File: config.mk
export PLATFORM = sky130hd
export DESIGN_NAME = rs_mem
export DESIGN_NICKNAME = d
export VERILOG_FILES = /design/src/rtl/rs_mem.sv
export SDC_FILE = /design/constraint.sdc
export NUM_CORES = 2
export LEC_CHECK = 0
export ABC_CLOCK_PERIOD_IN_PS = 15900
export BUFFER_PORTS_ARGS = -buffer_cell sky130_fd_sc_hd__buf_2
export CAP_MARGIN = 20
export CORE_ASPECT_RATIO = 2
export CORE_MARGIN = 4
export CORE_UTILIZATION = 45
export CTS_CLUSTER_SIZE = 8
export DETAILED_ROUTE_END_ITERATION = 10
export PLACE_DENSITY = 0.62
export SLEW_MARGIN = 20
export SYNTH_ARGS = -nofsm -noshare
export SYNTH_HDL_FRONTEND = slang
export SYNTH_SLANG_ARGS = --single-unit
export TNS_END_PERCENT = 5
File: constraint.sdc
create_clock -name clk -period 15.9 [get_ports clk]
set_input_delay 2.385 -clock clk [delete_from_list [all_inputs] [get_ports clk]]
set_output_delay 2.385 -clock clk [all_outputs]
set_load 0.02 [all_outputs]
File: src/rtl/rs_mem.sv
// rs_mem: memory-op reservation station feeding the memory functional unit.
//
// Loads and stores enter in program order, collect source-operand readiness
// from the CDB wakeup buses, and leave strictly in order from the head once
// their operands are ready and the memory FU can take them. A branch
// mispredict flushes the younger suffix of the queue.
//
// Handshake semantics (both directions): a transfer happens on a rising edge
// exactly when the producer's valid and the consumer's ready are both high in
// the cycle before that edge; valid never waits on ready. Dispatch side:
// dispatch_valid / dispatch_ready. Issue side: issued / fu_mem_ready, with
// issued already qualified by fu_mem_ready so the FU simply samples it.
// Neither side transfers in a mispredict cycle.
//
// Optional build macro: RS_MEM_WAKEUP_ISSUE_EN lets a same-cycle CDB match
// count toward head readiness (one cycle less wakeup-to-issue latency).
//
// Ports:
//   clk              clock, rising edge
//   reset            asynchronous active-low reset
//   dispatch_valid   dispatcher presents an op
//   dispatch_data    op fields (rs_data)
//   dispatch_ready   queue has a free slot this cycle
//   cdb_valid        per-bus broadcast valid
//   cdb_tag          per-bus physical register tag
//   mispredict       flush pulse
//   mispredict_tag   ROB tag of the mispredicted branch
//   curr_rob_tag     ROB tail (next tag to allocate)
//   fu_mem_ready     memory FU accepts an op
//   issued           head op leaves this cycle
//   data_out         head entry contents, zero when empty
//   count            occupied entries

package rs_mem_pkg;
    typedef struct packed {
        logic [6:0]  opcode;
        logic [2:0]  func3;
        logic [31:0] imm;
        logic [6:0]  pd;
        logic [6:0]  ps1;
        logic [6:0]  ps2;
        logic        ps1_ready;
        logic        ps2_ready;
        logic [4:0]  rob_index;
    } rs_data;

    localparam logic [6:0] OPC_LOAD = 7'b0000011;
endpackage

module rs_mem
    import rs_mem_pkg::*;
#(
    parameter int DEPTH   = 8,
    parameter int NUM_CDB = 2
) (
    input  logic                         clk,
    input  logic                         reset,
    input  logic                         dispatch_valid,
    input  rs_data                       dispatch_data,
    output logic                         dispatch_ready,
    input  logic [NUM_CDB-1:0]           cdb_valid,
    input  logic [NUM_CDB-1:0][6:0]      cdb_tag,
    input  logic                         mispredict,
    input  logic [4:0]                   mispredict_tag,
    input  logic [4:0]                   curr_rob_tag,
    input  logic                         fu_mem_ready,
    output logic                         issued,
    output rs_data                       data_out,
    output logic [$clog2(DEPTH):0]       count
);

    localparam int PW = $clog2(DEPTH);
    localparam int CW = PW + 1;

    rs_data           mem [DEPTH];
    logic [DEPTH-1:0] valid;
    logic [PW-1:0]    head;
    logic [PW-1:0]    tail;

    logic [DEPTH-1:0] wake1;
    logic [DEPTH-1:0] wake2;
    logic [DEPTH-1:0] flush;
    logic [3:0]       rel [DEPTH];
    logic [3:0]       lim;
    logic [CW-1:0]    flush_cnt;
    logic             disp_w1;
    logic             disp_w2;
    rs_data           new_e;
    rs_data           head_e;
    logic             head_r1;
    logic             head_r2;
    logic             head_ok;
    logic             do_disp;

    // ROB tags are compared on their low 4 bits only.
    logic unused_tag_msb;
    assign unused_tag_msb = mispredict_tag[4] ^ curr_rob_tag[4];

    // Wakeup matches, flush selection and dispatch capture.
    always_comb begin
        wake1     = '0;
        wake2     = '0;
        flush     = '0;
        flush_cnt = '0;
        disp_w1   = 1'b0;
        disp_w2   = 1'b0;
        lim       = curr_rob_tag[3:0] - mispredict_tag[3:0];
        for (int i = 0; i < DEPTH; i++) begin
            // Age of the entry relative to the branch; only ops strictly
            // younger than the branch and older than the ROB tail go.
            rel[i]   = mem[i].rob_index[3:0] - mispredict_tag[3:0];
            flush[i] = valid[i] && (rel[i] != 4'd0) && (rel[i] < lim);
            flush_cnt = flush_cnt + CW'(flush[i]);
            for (int k = 0; k < NUM_CDB; k++) begin
                if (cdb_valid[k] && cdb_tag[k] == mem[i].ps1) wake1[i] = 1'b1;
                if (cdb_valid[k] && cdb_tag[k] == mem[i].ps2) wake2[i] = 1'b1;
            end
        end
        for (int k = 0; k < NUM_CDB; k++) begin
            if (cdb_valid[k] && cdb_tag[k] == dispatch_data.ps1) disp_w1 = 1'b1;
            if (cdb_valid[k] && cdb_tag[k] == dispatch_data.ps2) disp_w2 = 1'b1;
        end
        new_e           = dispatch_data;
        // x0 is hardwired, so a zero tag never waits.
        new_e.ps1_ready = dispatch_data.ps1_ready || disp_w1 || (dispatch_data.ps1 == 7'd0);
        new_e.ps2_ready = dispatch_data.ps2_ready || disp_w2 || (dispatch_data.ps2 == 7'd0);
    end

    assign head_e = mem[head];

`ifdef RS_MEM_WAKEUP_ISSUE_EN
    assign head_r1 = head_e.ps1_ready || wake1[head];
    assign head_r2 = head_e.ps2_ready || wake2[head];
`else
    assign head_r1 = head_e.ps1_ready;
    assign head_r2 = head_e.ps2_ready;
`endif

    // Loads need only the address base; everything else also needs ps2.
    assign head_ok        = head_r1 && ((head_e.opcode == OPC_LOAD) || head_r2);
    assign issued         = valid[head] && head_ok && fu_mem_ready && !mispredict;
    assign dispatch_ready = (count < CW'(DEPTH));
    assign do_disp        = dispatch_valid && dispatch_ready && !mispredict;
    assign data_out       = valid[head] ? head_e : '0;

    always_ff @(posedge clk or negedge reset) begin
        if (!reset) begin
            head  <= '0;
            tail  <= '0;
            count <= '0;
            valid <= '0;
            for (int i = 0; i < DEPTH; i++) mem[i] <= '0;
        end else begin
            for (int i = 0; i < DEPTH; i++) begin
                if (valid[i] && wake1[i]) mem[i].ps1_ready <= 1'b1;
                if (valid[i] && wake2[i]) mem[i].ps2_ready <= 1'b1;
            end
            if (mispredict) begin
                // Flushed entries are a suffix, so the survivors stay
                // contiguous from head and tail lands right after them.
                valid <= valid & ~flush;
                count <= count - flush_cnt;
                tail  <= head + PW'(count - flush_cnt);
            end else begin
                if (issued) begin
                    valid[head] <= 1'b0;
                    head        <= head + PW'(1);
                end
                if (do_disp) begin
                    mem[tail]   <= new_e;
                    valid[tail] <= 1'b1;
                    tail        <= tail + PW'(1);
                end
                count <= count + CW'(do_disp) - CW'(issued);
            end
        end
    end

endmodule

# Word-level counts from Yosys, hierarchy flattened
# Cells that the tools add are included.
# word_totals
reg_bits,578
latch_bits,0
mem_bits_rw,0
rom_bits,0
word_cells,329
memories,0
# op_classes
n_addsub,22
n_mul,0
n_div,0
order_cmp,16
n_eq_ne,37
shift,0
mux,74
bitwise,8
reduce_logical,96
# ops
operator,count
2-to-1 mux 497 bit,2
bitwise mux 560 bit,1
2-to-1 mux 70 bit,4
== test 7 bit,36
binary-select mux 70 bit (select 3 bit),1
demux 70 bit (select 3 bit),1
logical AND 1 bit,77
2-to-1 mux 1 bit,55
subtractor 4 bit,10
less-than comparator 4 bit,8
2-to-1 mux 8 bit,4
nonzero test 4 bit,8
adder 4 x 1 -> 4 bit,5
AND 8 bit,2
inverter 8 bit,2
logical NOT 7 bit,2
"greater-or-equal comparator 4 bit, second input constant",2
"less-than comparator 3 x 4 -> 1 bit, second input constant",2
inverter 3 -> 4 bit,2
OR 8 bit,1
"== test 7 x 2 -> 1 bit, second input constant",1
"adder 3 x 1 -> 3 bit, second input constant",2
demux 1 bit (select 3 bit),2
"greater-or-equal comparator 3 x 1 -> 1 bit, second input constant",2
15 further kinds,21

# Longest topological paths before layout
# logic_depth
depth_word,15
mapped_depth,25

# Least setup slack after synthesis
# Ideal clock, no wire load.
# synth_timing
path_kind,input to register
start,input port mispredict_tag[1]
end,register tail[2]
arrival_time_ns,7.763
slack_ns,8.000
cell_stages,21
n_path_buf,0
path_cell_list,inv_1 fa_1 inv_1 ha_1 a21oi_1 maj3_1 nand3_1 o32ai_1 nand2_1 fa_1 fa_1 inv_1 fa_1 fa_1 inv_1 ha_1 xnor2_1 fa_1 xor2_1 xnor2_1 a21oi_1
# synth_via
elab_chain_cells,14
word_cells_on_any_way,51
# synth_lines
element,line,text
start: declaration,64,"input logic [4:0] mispredict_tag,"
"parallel branches: the longest is 10 deep, another holds subtractor 4 bit",n/a,
adder 4 x 1 -> 4 bit *,113,flush_cnt = flush_cnt + CW'(flush[i]);
subtractor 4 bit *,163,tail <= head + PW'(count - flush_cnt);
adder 3 bit *,163,
2-to-1 mux 3 bit *,158,if (mispredict) begin
end signal: assignment,163,
end signal: assignment,172,tail <= tail + PW'(1);
end: declaration,78,logic [PW-1:0] tail;
# Every way passes the cells marked *.
# A chain may end at the register's enable or synchronous reset.

# Final worst setup path
# Same ends and word-level chain as after synthesis.

==> results.cfg <==
[route]
routed_wirelength_um = 96800
viasPerCell = 5.84
routedWlPerCell_um = 24.3
drt-initial-drc-count = 1655
routed-via-count = 23300
route.detailed.drc = 0
drt_first_pass_iters = 5
final_antenna_net_count = 0

[setup_path]
cp_max_fo = 17
cp.required_ns = 16.36
timing.critical_path.arrival_ns = 8.28
cp-end-kind = register
worst_path_largest_cell_delay_ns = 0.78
cp-start-kind = input pin
reg2regPathDepth = 22
critPathMostFrequentCell = fa_1
crit_buf_inv = 5
timing_worst_setup_path_type = in -> reg
crit_family = adder cells
instance_count_on_the_critical_path = 22
crit_path_cell_trace = buf_2 > inv_1 > buf_4 > ha_1 > nor2b_1 > o21a_1 > nor3_1 > o31ai_1 > mux2i_1 > nand2_1 > fa_1 > fa_1 > inv_1 > fa_1 > fa_1 > inv_1 > ha_1 > xnor2_1 > fa_1 > xor2_1 > xnor2_1 > a21oi_1
timing.critical_path.slowest_stage_cell = nor3_1

[global_route]
grt_start_max_net_pins = 118
grt_first_pass_wirelength_um = 148000
globalRouteTotalUtil_pct = 25.8
first_global_vias = 25500
initial_antenna_violation_count = 14
globalRoute.totalOverflow = 0

[power_and_ir_drop]
switching_share_pct = 36.3
leakage_nw = 16.3
relative_contribution_of_combinational_cells_to_total_power_pct = 37.5
p_per_area_nw_per_um2 = 196
p_clk_share_pct = 22.9
peak_vdd_ir_mv = 0.106
p_switching_mw = 2.48
cellInternalPower_mw = 4.36
power_frac_seq_pct = 39.7

[run]
drv.max_cap_violation_count = 0

[clock_network]
cts.repair.resized = 0
clock-root-buffer = clkbuf_16
post-cts-setup-buffers = 0
cts_tree = yes
cts-hold-fix-buffers = 0
clk_latency_ns = 0.64
clock_tree.htree_level_count = 3
tritoncts.num_buffers = 82
cts_sinks = 578
clk_pin_slew_ns = 0.05
ctsLongestPathBuffers = 3

[timing]
finalCriticalPeriod_ns = 7.82
clock_skew_ns = 0.0344
tns_ns = 0
max_freq_ghz = 0.128
setup_violations = 0
worst_relative_slew_slack_pct = 22.0
timing_worst_slew_pin_value_ns = 1.17
post-route-period-util_pct = 49.2
timing.final.hold_violations = 0
timing.final.max_slew_violations = 0
rsz0062_at_grt = no

[min_path]
hp-class = reg -> reg
whs_path_cells = 2

[synthesis]
number_of_standard_cells_after_synthesis = 2985
syn_nets = 3154
synthArstFlopShare_pct = 100
postSynthAreaPerCell_um2 = 10.4
synth-seq-area-share_pct = 46.4
synth.lib_cells_used.distinct = 47
synth_enable_flop_cells = 0
synthFlopType = dfrtp_1
synth-warning-count = 0
seq_cells_post_synth = 578
synth_cell_area_um2 = 31200

[floorplan]
die-width_um = 194
placement_rows = 136
io-pin-count = 177
design.core.area_um2 = 68700
initial_core_util_pct = 45.3
die_y_um = 380
die_area_um2 = 73800

[place]
post-place-cells = 3883
numPortBuffers = 174
detailed_place_hpwl_um = 60200
routability_cong = 0.898

[layout]
most-common-layout-cells = nand2_1 (1023), dfrtp_1 (575), mux2_2 (251), xnor2_1 (176), buf_2 (173)
fraction_of_layout_instances_using_a_drive_strength_above_1_pct = 22.8
nets = 3239
area.sequential_um2 = 14500
finish.cell_count_without_fillers = 3986
final.fill_count = 6212
mostFrequentLayoutCell = nand2_1
multi_input_gate_area_in_the_final_layout_um2 = 15800
area.growth.synth_to_final_pct = 12.0

[outcome]
status = completed
-- power by group through the flow --
stage | combinational [mW] | sequential, mW | clock, mW
after floorplan | 2.00 | 2.50 | 0
after global placement | 2.48 | 2.66 | 0
after detailed placement | 2.57 | 2.73 | 0
after CTS | 2.59 | 2.71 | 1.59
after global routing | 2.84 | 2.79 | 1.65
final | 2.56 | 2.72 | 1.56
-- cell families (layout without fill, tap and decap cells) --
family / count (synthesis) / in the layout / synth area share [%]
buffers and inverters: 248 / 342 / 3.10
xor gates and xnor gates: 292 / 292 / 8.20
other: 0 / 10 / 0
AOI/OAI and AO/OA: 183 / 183 / 3.36
adders and majority gates: 76 / 76 / 3.44
DFF: 578 / 578 / 46.4
and+or+nand+nor: 1200 / 1200 / 15.6
muxes: 408 / 408 / 19.9
-- per-stage QoR --
step / util (%) / worst slack (ns) / hold WS [ns] / power [mW] / instance area (µm²)
after floorplan: - / 8.00 / 0.437 / 4.51 / 31200
after global placement: 47.5 / 7.54 / 0.450 / 5.14 / 32700
final: 50.8 / 8.08 / 0.464 / 6.84 / 34900
after CTS: 50.8 / 8.11 / 0.468 / 6.90 / 34900
after global routing: 50.8 / 7.76 / 0.488 / 7.28 / 34900
after detailed placement: 47.5 / 7.49 / 0.456 / 5.30 / 32700
-- area by class of cell --
class | instances | share of cell area [%]
antenna | 10 | 0.0717
clock buffer | 86 | 6.01
clock inverter | 7 | 0.340
inverter | 47 | 0.516
multi-input combinational | 2159 | 45.3
sequential | 578 | 41.4
tap | 897 | 3.21
timing repair buffer | 202 | 3.13
-- layer usage --
layer | part of all wire, % | track usage [%]
met1 | 36 | 28.6
met2 | 53 | 46.9
met3 | 6.2 | 4.94
met4 | 5.1 | 12.8
met5 | 0.080 | 0
-- tightest hold or removal path, delay by kind of cell, from the launching register on --
| family | cells | cell delay [ns] |
|---|---|---|
| AND/OR/NAND/NOR | 2 | 0.10 |
| flip-flops | 1 | 0.33 |
-- flip-flops by register name, summed over array words and instances (netlist names) --
| register | flops |
|---|---|
| count | 4 |
| head | 3 |
| mem | 560 |
| tail | 3 |
| valid | 8 |
-- Yosys cell counts (19+ instances only) --
master / number / area, µm²
a21oi_1: 106 / 531
buf_1: 36 / 135
clkbuf_1: 158 / 593
dfrtp_1: 578 / 14500
fa_1: 19 / 380
ha_1: 49 / 613
inv_1: 47 / 176
mux2_2: 251 / 2830
mux4_2: 133 / 3000
nand2_1: 1029 / 3860
nand4_1: 55 / 344
nor2_1: 37 / 139
nor4_1: 20 / 125
o21ai_0: 32 / 160
xnor2_1: 176 / 1540
xor2_1: 116 / 1020
-- path summary, 6_finish.rpt --
check                             startpoint       end  slack [ns]
max                        mispredict_tag[1]   tail[2]        8.08
min                                 mem[559]  mem[559]        0.46
max reg2reg                         mem[490]   tail[2]        9.93
min reg2reg                         mem[559]  mem[559]        0.46
max in group asynchronous              reset  mem[154]       11.78
min in group asynchronous              reset  mem[455]        1.81
No activity file was read; power rests on OpenSTA's default activity.
